==> config.mk <==
export PLATFORM = sky130hd
export DESIGN_NAME = sc_tick_gen
export DESIGN_NICKNAME = d
export VERILOG_FILES = /design/src/rtl/sc_tick_gen.sv
export SDC_FILE = /design/constraint.sdc
export NUM_CORES = 1
export LEC_CHECK = 0
export CORE_MARGIN = 4
export CORE_UTILIZATION = 45
export CTS_BUF_LIST = sky130_fd_sc_hd__clkbuf_4 sky130_fd_sc_hd__clkbuf_8
export DETAILED_ROUTE_END_ITERATION = 10
export GPL_TIMING_DRIVEN = 1
export PLACE_DENSITY_LB_ADDON = 0.12
export REMOVE_ABC_BUFFERS = 1
export SYNTH_ARGS = -nofsm -noshare
export SYNTH_HDL_FRONTEND = slang
export SYNTH_SLANG_ARGS = --single-unit
==> constraint.sdc <==
create_clock -name clk -period 4.9 [get_ports clk]
set_clock_uncertainty 0.05 [all_clocks]
set_input_delay 1.47 -clock clk [delete_from_list [all_inputs] [get_ports clk]]
set_output_delay 1.47 -clock clk [all_outputs]
set_load 0.1 [all_outputs]
==> src/rtl/sc_tick_gen.sv <==
// Cycle-quantum tick generator: counts enabled cycles and offers time-advance
// tokens (delta + sequence) downstream, carrying stalled cycles into the next token.
module sc_tick_gen #(
  parameter int ACC_W   = 16,
  parameter int SEQ_W   = 16,
  parameter int STALL_W = 32
) (
  input  logic               clk,
  input  logic               rst,
  input  logic               enable,
  input  logic [ACC_W-1:0]   quantum,
  output logic               tick_valid,
  input  logic               tick_ready,
  output logic [ACC_W-1:0]   tick_delta,
  output logic [SEQ_W-1:0]   tick_seq,
  output logic [STALL_W-1:0] stall_cnt,
  output logic               acc_ovf
);

  // Handshake: a token transfers on a posedge where tick_valid and tick_ready
  // are both high; tick_delta/tick_seq stay stable until then, and tick_valid
  // only drops after a transfer or on reset.
  typedef enum logic {
    COUNT = 1'b0,
    PEND  = 1'b1
  } state_e;

  localparam logic [ACC_W-1:0]   ACC_MAX   = '1;
  localparam logic [STALL_W-1:0] STALL_MAX = '1;

  state_e             state_q, state_d;
  logic [ACC_W-1:0]   acc_q, acc_d;
  logic [ACC_W-1:0]   delta_q, delta_d;
  logic [SEQ_W-1:0]   seq_q, seq_d;
  logic [STALL_W-1:0] stall_q, stall_d;
  logic               ovf_q, ovf_d;

  logic [ACC_W-1:0]   acc_next;
  logic [ACC_W-1:0]   q_eff;
  logic               acc_sat;
  logic               issue;

  always_comb begin
    acc_sat  = (acc_q == ACC_MAX);
    acc_next = (enable && !acc_sat) ? acc_q + ACC_W'(1) : acc_q;
    q_eff    = (quantum == '0) ? ACC_W'(1) : quantum;
    issue    = (acc_next >= q_eff);
  end

  always_comb begin
    state_d = state_q;
    acc_d   = acc_next;
    delta_d = delta_q;
    seq_d   = seq_q;
    stall_d = stall_q;
    ovf_d   = ovf_q | (acc_sat & enable);
    unique case (state_q)
      COUNT: begin
        if (issue) begin
          delta_d = acc_next;
          acc_d   = '0;
          state_d = PEND;
        end
      end
      PEND: begin
        if (!tick_ready) begin
          if (stall_q != STALL_MAX) stall_d = stall_q + STALL_W'(1);
        end else begin
          seq_d = seq_q + SEQ_W'(1);
          if (issue) begin
            // Back-to-back token carrying the cycles counted while stalled.
            delta_d = acc_next;
            acc_d   = '0;
          end else begin
            state_d = COUNT;
          end
        end
      end
      default: state_d = COUNT;
    endcase
  end

  always_ff @(posedge clk) begin
    if (!rst) begin
      state_q <= COUNT;
      acc_q   <= '0;
      delta_q <= '0;
      seq_q   <= '0;
      stall_q <= '0;
      ovf_q   <= 1'b0;
    end else begin
      state_q <= state_d;
      acc_q   <= acc_d;
      delta_q <= delta_d;
      seq_q   <= seq_d;
      stall_q <= stall_d;
      ovf_q   <= ovf_d;
    end
  end

  assign tick_valid = (state_q == PEND);
  assign tick_delta = delta_q;
  assign tick_seq   = seq_q;
  assign stall_cnt  = stall_q;
  assign acc_ovf    = ovf_q;

endmodule

==> results of run 1 <==
==> placed cells by master, fill, tap and decap left out, types with 19 or more instances in the layout <==
cell type	count
sky130_fd_sc_hd__clkdlybuf4s50_1	85
sky130_fd_sc_hd__dfxtp_1	82
sky130_fd_sc_hd__nor2_1	44
sky130_fd_sc_hd__xor2_1	37
sky130_fd_sc_hd__a21oi_1	36
sky130_fd_sc_hd__nor3_1	31
sky130_fd_sc_hd__nand4_1	26
sky130_fd_sc_hd__nand3_1	26
sky130_fd_sc_hd__nand2_1	23
sky130_fd_sc_hd__inv_1	20
sky130_fd_sc_hd__ha_1	19
==> sequential cells by signal, summed over array words and instances (netlist names) <==
register    cells
tick_delta     16
acc_ovf         1
tick_valid      1
tick_seq       16
acc_q          16
stall_cnt      32
==> area by class of cell <==
type                            instances  area, µm²  share of cell area
Clock buffer                           10        131              0.0246
Sequential cell                        82       1640               0.308
Timing Repair Buffer                   99        956               0.179
Clock inverter                          6       91.3              0.0171
Tap cell                              108        135              0.0253
Multi-Input combinational cell        359       2300               0.431
Inverter                               21       78.8              0.0148
==> metrics by stage <==
step | std cells | TNS, ns | worst slack [ns] | utilization
2_1_floorplan | 462 | 0 | 0.459 | -
3_3_place_gp | 669 | 0 | 0.0438 | 0.580
3_5_place_dp | 669 | -3.53 | -0.180 | 0.580
4_1_cts | 685 | 0 | 0.188 | 0.606
5_1_grt | 685 | 0 | 0.00188 | 0.606
6_report | 685 | 0 | 0.214 | 0.606
==> cells by family (layout without fill, tap and decap cells) <==
logic type | count (synthesis) | count (layout) | synth area share
XOR/XNOR | 45 | 45 | 0.0958
AND/OR/NAND/NOR | 220 | 220 | 0.298
adder cells (fa/ha/maj) | 19 | 19 | 0.0578
buffers and inverters | 41 | 136 | 0.0420
AO/OA/AOI/OAI | 72 | 72 | 0.0992
multiplexers | 3 | 3 | 0.00791
flip-flops | 82 | 82 | 0.399
==> final timing paths <==
kind                       start                          to  slack [ns]  cells after the start
min           acc_ovf$_SDFF_PN0_          acc_ovf$_SDFF_PN0_        0.42                      2
max                       enable  tick_delta[0]$_SDFFE_PN0P_        0.21                     13
min reg2reg   acc_ovf$_SDFF_PN0_          acc_ovf$_SDFF_PN0_        0.42                      2
max reg2reg  acc_q[0]$_SDFF_PN0_  tick_delta[0]$_SDFFE_PN0P_        1.24                     13
==> report_power, final <==
| part | internal [mW] | switching (mW) | leakage, nW |
|---|---|---|---|
| Sequential | 0.667 | 0.00148 | 0.660 |
| Clock | 0.294 | 0.244 | 0.114 |
| Combinational | 0.0252 | 0.0304 | 1.26 |
| Total | 0.987 | 0.275 | 2.03 |
==> metal layers <==
metal	wire length [µm]	global-route usage	part of all wire	vias up
met3	371	0.0379	0.036	16
met5	0	0	0	-
met4	187	0.0760	0.018	0
li1	-	-	-	1902
met1	4690	0.240	0.46	1744
met2	4980	0.331	0.49	74
==> worst register-to-register path, stage by stage, from the launching register on <==
cell,delay (ns)
sky130_fd_sc_hd__dfxtp_1,0.38
sky130_fd_sc_hd__ha_1,0.35
sky130_fd_sc_hd__nand4_1,0.22
sky130_fd_sc_hd__nor3_1,0.28
sky130_fd_sc_hd__and4_1,0.25
sky130_fd_sc_hd__mux2_2,0.37
sky130_fd_sc_hd__ha_1,0.31
sky130_fd_sc_hd__nand4_1,0.13
sky130_fd_sc_hd__a211oi_1,0.07
sky130_fd_sc_hd__a2111oi_1,0.48
sky130_fd_sc_hd__o21ai_1,0.12
sky130_fd_sc_hd__buf_4,0.22
sky130_fd_sc_hd__a21oi_1,0.17
sky130_fd_sc_hd__a311oi_1,0.08
==> Implementation_results.wiki, run 1 <==
{| class="wikitable"
! Metric !! Value
|-
| Highest Clock Rate || 213 MHz
|-
| Number of distinct library cells after synthesis || 51
|-
| Post-synthesis instance area || 0.00411 mm²
|-
| Transition time at the pin with the least slew margin || 1.10 ns
|-
| Setup Fix Bufs, Post-CTS || 0
|-
| Effective utilization at floorplan || 0.467
|-
| Average wire per cell in the routed design || 14.9 µm
|-
| Result of the run || completed
|-
| Cell occurring most often along the worst timing path || sky130_fd_sc_hd__a21oi_1
|-
| Critical path start-end classification || in -> reg
|-
| Yosys warns || 0
|-
| Maximum number of pins on one net before global-route repair || 66
|-
| Type of the worst min-delay path || reg -> reg
|-
| Maximum cell stage delay along the critical path || 0.55 ns
|-
| Via count of the routed design || 3,736
|-
| Top cells by instance count after synthesis || sky130_fd_sc_hd__dfxtp_1 (82), sky130_fd_sc_hd__nor2_1 (44), sky130_fd_sc_hd__xor2_1 (37)
|-
| Core Region || 0.00881 mm²
|-
| Post-CTS Hold Fix Bufs || 0
|-
| Drt via density || 5.45
|-
| Number of instances in the synthesized netlist || 482
|-
| Antenna Cells || 0
|-
| Global-route wire length before repair || about 18,000 µm
|-
| Cell Pwr Density || 237 mW/mm²
|-
| Biggest fanout along the worst timing path || 18
|-
| Synthesis-to-finish area growth || 29.7%
|-
| Final slew viol count || 0
|-
| Proportion of netlist area held by the largest area contributor || 0.399
|-
| Total routing resource utilization after global routing || 0.194
|-
| Overflow after GRT || 0
|-
| Cell taking the most area after synthesis || sky130_fd_sc_hd__dfxtp_1
|-
| Worst Path Buf+Inv || 2
|-
| Initial antenna violation count || 0
|-
| Final Hold Fails || 0
|-
| Clock Tree Buf Depth || 2
|-
| Source-to-sink clock delay at the later pin of the worst-skew pair || 0.35 ns
|-
| Maximum level of the CTS H-tree || 3
|-
| Die width || around 100 µm
|-
| Clock-pin slew of the registers on the worst-case setup and hold paths || approximately 0.09 ns
|-
| Number of global-route vias before repair || 3,639
|-
| Setup crit end kind || register
|-
| Final non-filler cell area || 0.00534 mm²
|-
| Drt pass-1 iters || 4
|-
| Slowest-stage cell, CP || sky130_fd_sc_hd__a2111oi_0
|-
| Maximum VDD drop || 0.143 mV
|-
| Total length of routed wires || between 10,000 and 15,000 µm
|-
| # resized after CTS || 0
|-
| Number of failing setup endpoints in the final timing report || 0
|-
| Clock buffer count from CTS || 9
|-
| Vertical die dimension || 104 µm
|-
| HPWL after DPL || 7750 µm
|-
| Cell types occupying the most area after synthesis || sky130_fd_sc_hd__dfxtp_1 (40%), sky130_fd_sc_hd__xor2_1 (7.9%), sky130_fd_sc_hd__ha_1 (5.8%)
|-
| Required time of the critical path || 5.04 ns
|-
| Share of layout cells above drive strength 1 || 0.0780
|-
| Syn Area/Cell || 8.54 µm²
|-
| Root Buffer || sky130_fd_sc_hd__clkbuf_8
|-
| Worst-path cell chain || clkdlybuf4s50_1 -> and4_1 -> nand2_1 -> a2111oi_0 -> xor2_1 -> ha_1 -> a21oi_1 -> o21ai_0 -> a2111oi_1 -> o21ai_1 -> buf_4 -> a21oi_1 -> a311oi_1
|-
| Standard cell area after detailed placement || slightly above 0.005 mm²
|-
| Data arrival time of the critical path || 4.83 ns
|-
| Number of port buffers || 85
|-
| Number of filler cells placed in the layout || about 800
|-
| Element type at the critical path start || primary input
|-
| TritonCTS Sinks || between 80 and 90
|-
| RSZ-0062 raised after global routing || false
|-
| Top-level port count || 86
|-
| Total power consumption of the routed design || 1.26 mW
|-
| Post-synth EDFFs || 0
|-
| Final Hold Slack || roughly 0.42 ns
|-
| Final worst path period need || 4.69 ns
|-
| Clock tree from TritonCTS || done
|-
| Gpl congestion || 0.896
|-
| # DRC || 0
|-
| Leakage || 2.03 nW
|-
| Max-capacitance violation count || 0
|-
| Post-detailed-route count of antenna-violating nets || 0
|-
| 1st-iter DRT viols || 117
|-
| Placement row count || 34
|-
| Die Outline Area || 0.0107 mm²
|-
| Headroom to the max-slew limit || 0.263
|-
| Fraction of registers with async set or reset after synthesis || 0
|-
| Proportion of synthesized chip area in sequential cells || 0.399
|-
| Most common cell in the synthesized netlist || sky130_fd_sc_hd__dfxtp_1
|-
| Period utilization || 0.956
|-
| Seq cells post-synth || 82
|-
| Number of nets at the end of the flow || 611
|-
| CP top delay family || compound AO/OA/AOI/OAI gates
|-
| Most used flip-flop cell after synthesis || sky130_fd_sc_hd__dfxtp_1
|}
(Power assumes the default switching activity.)
==> inputs of run 2 (changes only) <==
--- a/config.mk
+++ b/config.mk
@@ -8,9 +8,10 @@
 export CORE_MARGIN = 4
 export CORE_UTILIZATION = 45
 export CTS_BUF_LIST = sky130_fd_sc_hd__clkbuf_4 sky130_fd_sc_hd__clkbuf_8
+export CTS_CLUSTER_SIZE = 40
 export DETAILED_ROUTE_END_ITERATION = 10
 export GPL_TIMING_DRIVEN = 1
-export PLACE_DENSITY_LB_ADDON = 0.12
+export PLACE_DENSITY = 0.72
 export REMOVE_ABC_BUFFERS = 1
 export SYNTH_ARGS = -nofsm -noshare
 export SYNTH_HDL_FRONTEND = slang
==> Implementation_results.wiki, run 2 (synthesis gave the netlist of run 1 again) <==
{| class="wikitable"
! Metric !! Value
|-
| Result of the run || completed (unchanged)
|-
| HPWL after DPL || 7730 µm (was 7750 µm)
|-
| Total power consumption of the routed design || 1.21 mW (was 1.26 mW)
|-
| Clock buffer count from CTS || 9 (unchanged)
|-
| Maximum VDD drop || 0.138 mV (was 0.143 mV)
|-
| Standard cell area after detailed placement || 0.00510 mm² (was 0.00511 mm²)
|-
| Worst R2R Start || acc_q[0]$_SDFF_PN0_ (unchanged)
|-
| Drt via density || 5.52 (was 5.45)
|-
| Worst Path Buf+Inv || 2 (unchanged)
|-
| Vertical die dimension || 104 µm (unchanged)
|-
| Maximum number of pins on one net before global-route repair || 66 (unchanged)
|-
| Headroom to the max-slew limit || 0.275 (was 0.263)
|-
| Setup crit end kind || register (unchanged)
|-
| Cell count of the worst hold path || 2 (unchanged)
|-
| Final Hold Fails || 0 (unchanged)
|-
| Root Buffer || sky130_fd_sc_hd__clkbuf_8 (unchanged)
|-
| Type of the worst min-delay path || reg -> reg (unchanged)
|-
| Element type at the critical path start || primary input (unchanged)
|-
| TritonCTS Sinks || 82 (unchanged)
|-
| Final worst path period need || 4.65 ns (was 4.69 ns)
|-
| Reg-to-reg slack, setup || 1.27 ns (was 1.24 ns)
|-
| Post-detailed-route count of antenna-violating nets || 0 (unchanged)
|-
| Cell Pwr Density || 230 mW/mm² (was 237 mW/mm²)
|-
| Top-level port count || 86 (unchanged)
|-
| Die Outline Area || 0.0107 mm² (unchanged)
|-
| Maximum cell stage delay along the critical path || 0.56 ns (was 0.55 ns)
|-
| Core Region || 0.00881 mm² (unchanged)
|-
| Slowest-stage cell, CP || sky130_fd_sc_hd__a2111oi_1 (was sky130_fd_sc_hd__a2111oi_0)
|-
| Leakage || 2.00 nW (was 2.03 nW)
|-
| Most common cell after layout, fill and taps aside || sky130_fd_sc_hd__clkdlybuf4s50_1 (unchanged)
|-
| Path depth of the worst reg2reg path || 14 (was 13)
|-
| Non-filler cells in the finished layout || 681 (was 685)
|-
| Data arrival time of the critical path || 4.87 ns (was 4.83 ns)
|-
| Hold Crit Endpoint || acc_ovf$_SDFF_PN0_ (unchanged)
|-
| Cell occurring most often along the worst timing path || sky130_fd_sc_hd__a2111oi_1 (was sky130_fd_sc_hd__a21oi_1)
|-
| Initial antenna violation count || 0 (unchanged)
|-
| 1st-iter DRT viols || 171 (was 117)
|-
| Maximum level of the CTS H-tree || 3 (unchanged)
|-
| Placement row count || 34 (unchanged)
|-
| Max-capacitance violation count || 0 (unchanged)
|-
| Required time of the critical path || 5.12 ns (was 5.04 ns)
|-
| # DRC || 0 (unchanged)
|-
| Clock tree from TritonCTS || done (unchanged)
|-
| Transition time at the pin with the least slew margin || 1.09 ns (was 1.10 ns)
|-
| Final cell utilization of the core || 0.601 (was 0.606)
|-
| Drt pass-1 iters || 4 (unchanged)
|-
| Biggest fanout along the worst timing path || 10 (was 18)
|-
| Clock Tree Buf Depth || 2 (unchanged)
|-
| Number of global-route vias before repair || 3,627 (was 3,639)
|-
| Final slew viol count || 0 (unchanged)
|-
| CP top delay family || compound AO/OA/AOI/OAI gates (unchanged)
|-
| Number of failing setup endpoints in the final timing report || 0 (unchanged)
|-
| Number of filler cells placed in the layout || 791 (was 820)
|-
| Source-to-sink clock delay at the later pin of the worst-skew pair || 0.35 ns (about the same)
|-
| Number of cells after detailed placement || 667 (was 669)
|-
| Worst-path cell chain || clkdlybuf4s50_1 -> and4_1 -> nand2_1 -> a2111oi_1 -> xor2_1 -> ha_1 -> a21oi_1 -> o21ai_0 -> a2111oi_1 -> o21a_1 -> o21ai_1 -> buf_4 -> nor3_1 (was clkdlybuf4s50_1 -> and4_1 -> nand2_1 -> a2111oi_0 -> xor2_1 -> ha_1 -> a21oi_1 -> o21ai_0 -> a2111oi_1 -> o21ai_1 -> buf_4 -> a21oi_1 -> a311oi_1)
|-
| Final non-filler cell area || 0.00529 mm² (was 0.00534 mm²)
|-
| Average wire per cell in the routed design || 15.3 µm (was 14.9 µm)
|-
| Synthesis-to-finish area growth || 28.6% (was 29.7%)
|-
| Highest-count cells in the layout ignoring fill and taps || sky130_fd_sc_hd__clkdlybuf4s50_1 (85), sky130_fd_sc_hd__dfxtp_1 (82), sky130_fd_sc_hd__nor2_1 (44) (unchanged)
|-
| Highest Clock Rate || 215 MHz (was 213 MHz)
|-
| Number of port buffers || 85 (unchanged)
|-
| Overflow after GRT || 0 (unchanged)
|-
| Via count of the routed design || 3,759 (was 3,736)
|-
| Number of flip-flops under the largest register name || 32 (unchanged)
|-
| Startpoint of the tightest hold check path || acc_ovf$_SDFF_PN0_ (unchanged)
|-
| Effective utilization at floorplan || 0.467 (unchanged)
|-
| Global-route wire length before repair || 17,400 µm (was 17,500 µm)
|-
| Antenna Cells || 0 (unchanged)
|-
| Critical path start-end classification || in -> reg (unchanged)
|-
| Share of layout cells above drive strength 1 || 0.0716 (was 0.0780)
|-
| Period utilization || 0.948 (was 0.956)
|-
| Gpl congestion || 0.815 (was 0.896)
|-
| Total length of routed wires || 10,400 µm (was 10,200 µm)
|-
| Setup Fix Bufs, Post-CTS || 0 (unchanged)
|-
| Number of nets at the end of the flow || 609 (was 611)
|-
| Total routing resource utilization after global routing || 0.192 (was 0.194)
|-
| Die width || 104 µm (unchanged)
|-
| Clock-pin slew of the registers on the worst-case setup and hold paths || 0.08 ns (was 0.09 ns)
|-
| R2R Path End || acc_q[2]$_SDFF_PN0_ (was tick_delta[0]$_SDFFE_PN0P_)
|}
-- run 2: cell types whose count changed in the layout (fill, tap and decap cells not counted) --
cell                         before  now
sky130_fd_sc_hd__buf_4           14   12
sky130_fd_sc_hd__clkinv_4         3    1
sky130_fd_sc_hd__clkinvlp_4       0    2
sky130_fd_sc_hd__a2111oi_0        1    0
sky130_fd_sc_hd__a2111oi_1        1    2
sky130_fd_sc_hd__bufinv_16        2    1
sky130_fd_sc_hd__clkbuf_4         1    0
sky130_fd_sc_hd__clkbuf_8         9   10
sky130_fd_sc_hd__clkinv_2         1    0
-- run 2: worst max-delay path by stage --
stage,startpoint,to,slack [ns],cells past startpoint
6_report,enable,acc_q[2]$_SDFF_PN0_,0.25,13
5_1_grt,enable,acc_q[3]$_SDFF_PN0_,-0.05,13
4_1_cts,enable,acc_q[3]$_SDFF_PN0_,0.28,13
3_5_place_dp,enable,tick_delta[0]$_SDFFE_PN0P_,-0.07,13
3_3_place_gp,enable,tick_delta[0]$_SDFFE_PN0P_,0.12,13
2_1_floorplan,enable,acc_q[2]$_SDFF_PN0_,0.46,11
-- run 2: through the flow --
stage | TNS (ns) | worst slack (ns) | hold WS (ns)
2_1_floorplan | 0 | 0.459 | 0.459
3_3_place_gp | 0 | 0.121 | 0.405
3_5_place_dp | -1.35 | -0.0737 | 0.419
4_1_cts | 0 | 0.278 | 0.439
5_1_grt | -0.182 | -0.0531 | 0.466
6_report | 0 | 0.254 | 0.438
-- run 2: cell type report --
cell class	instances	area [µm²]	share of cell area
multi-input combinational	359	2300	0.435
sequential	82	1640	0.310
timing repair buffer	97	941	0.178
clock buffer	10	138	0.0260
tap	108	135	0.0255
inverter	21	78.8	0.0149
clock inverter	4	53.8	0.0102
-- run 2: worst min-delay path, delay by kind of cell (launching register included) --
kind             cells  cell delay [ns]
flip-flops           1             0.34
AND/OR/NAND/NOR      1             0.07
AO/OA/AOI/OAI        1             0.04
-- run 2: where the power goes --
part           switching, mW  internal [mW]
clock                  0.244          0.245
sequential           0.00155          0.667
combinational         0.0311         0.0256
total                  0.277          0.938
-- run 2: timing repair --
action	4_1_cts	5_1_grt
setup endpoints to repair	0	5
resized for setup	0	2
hold buffers	0	0
-- run 2: per-layer routing --
layer  wire (µm)  global-route usage  share of wire  vias up
met2        5050               0.328           0.48       86
met5           0                   0              0        -
met1        4810               0.249           0.46     1772
li1            -                   -              -     1894
met3         523              0.0504          0.050        7
met4          46              0.0332         0.0044        0
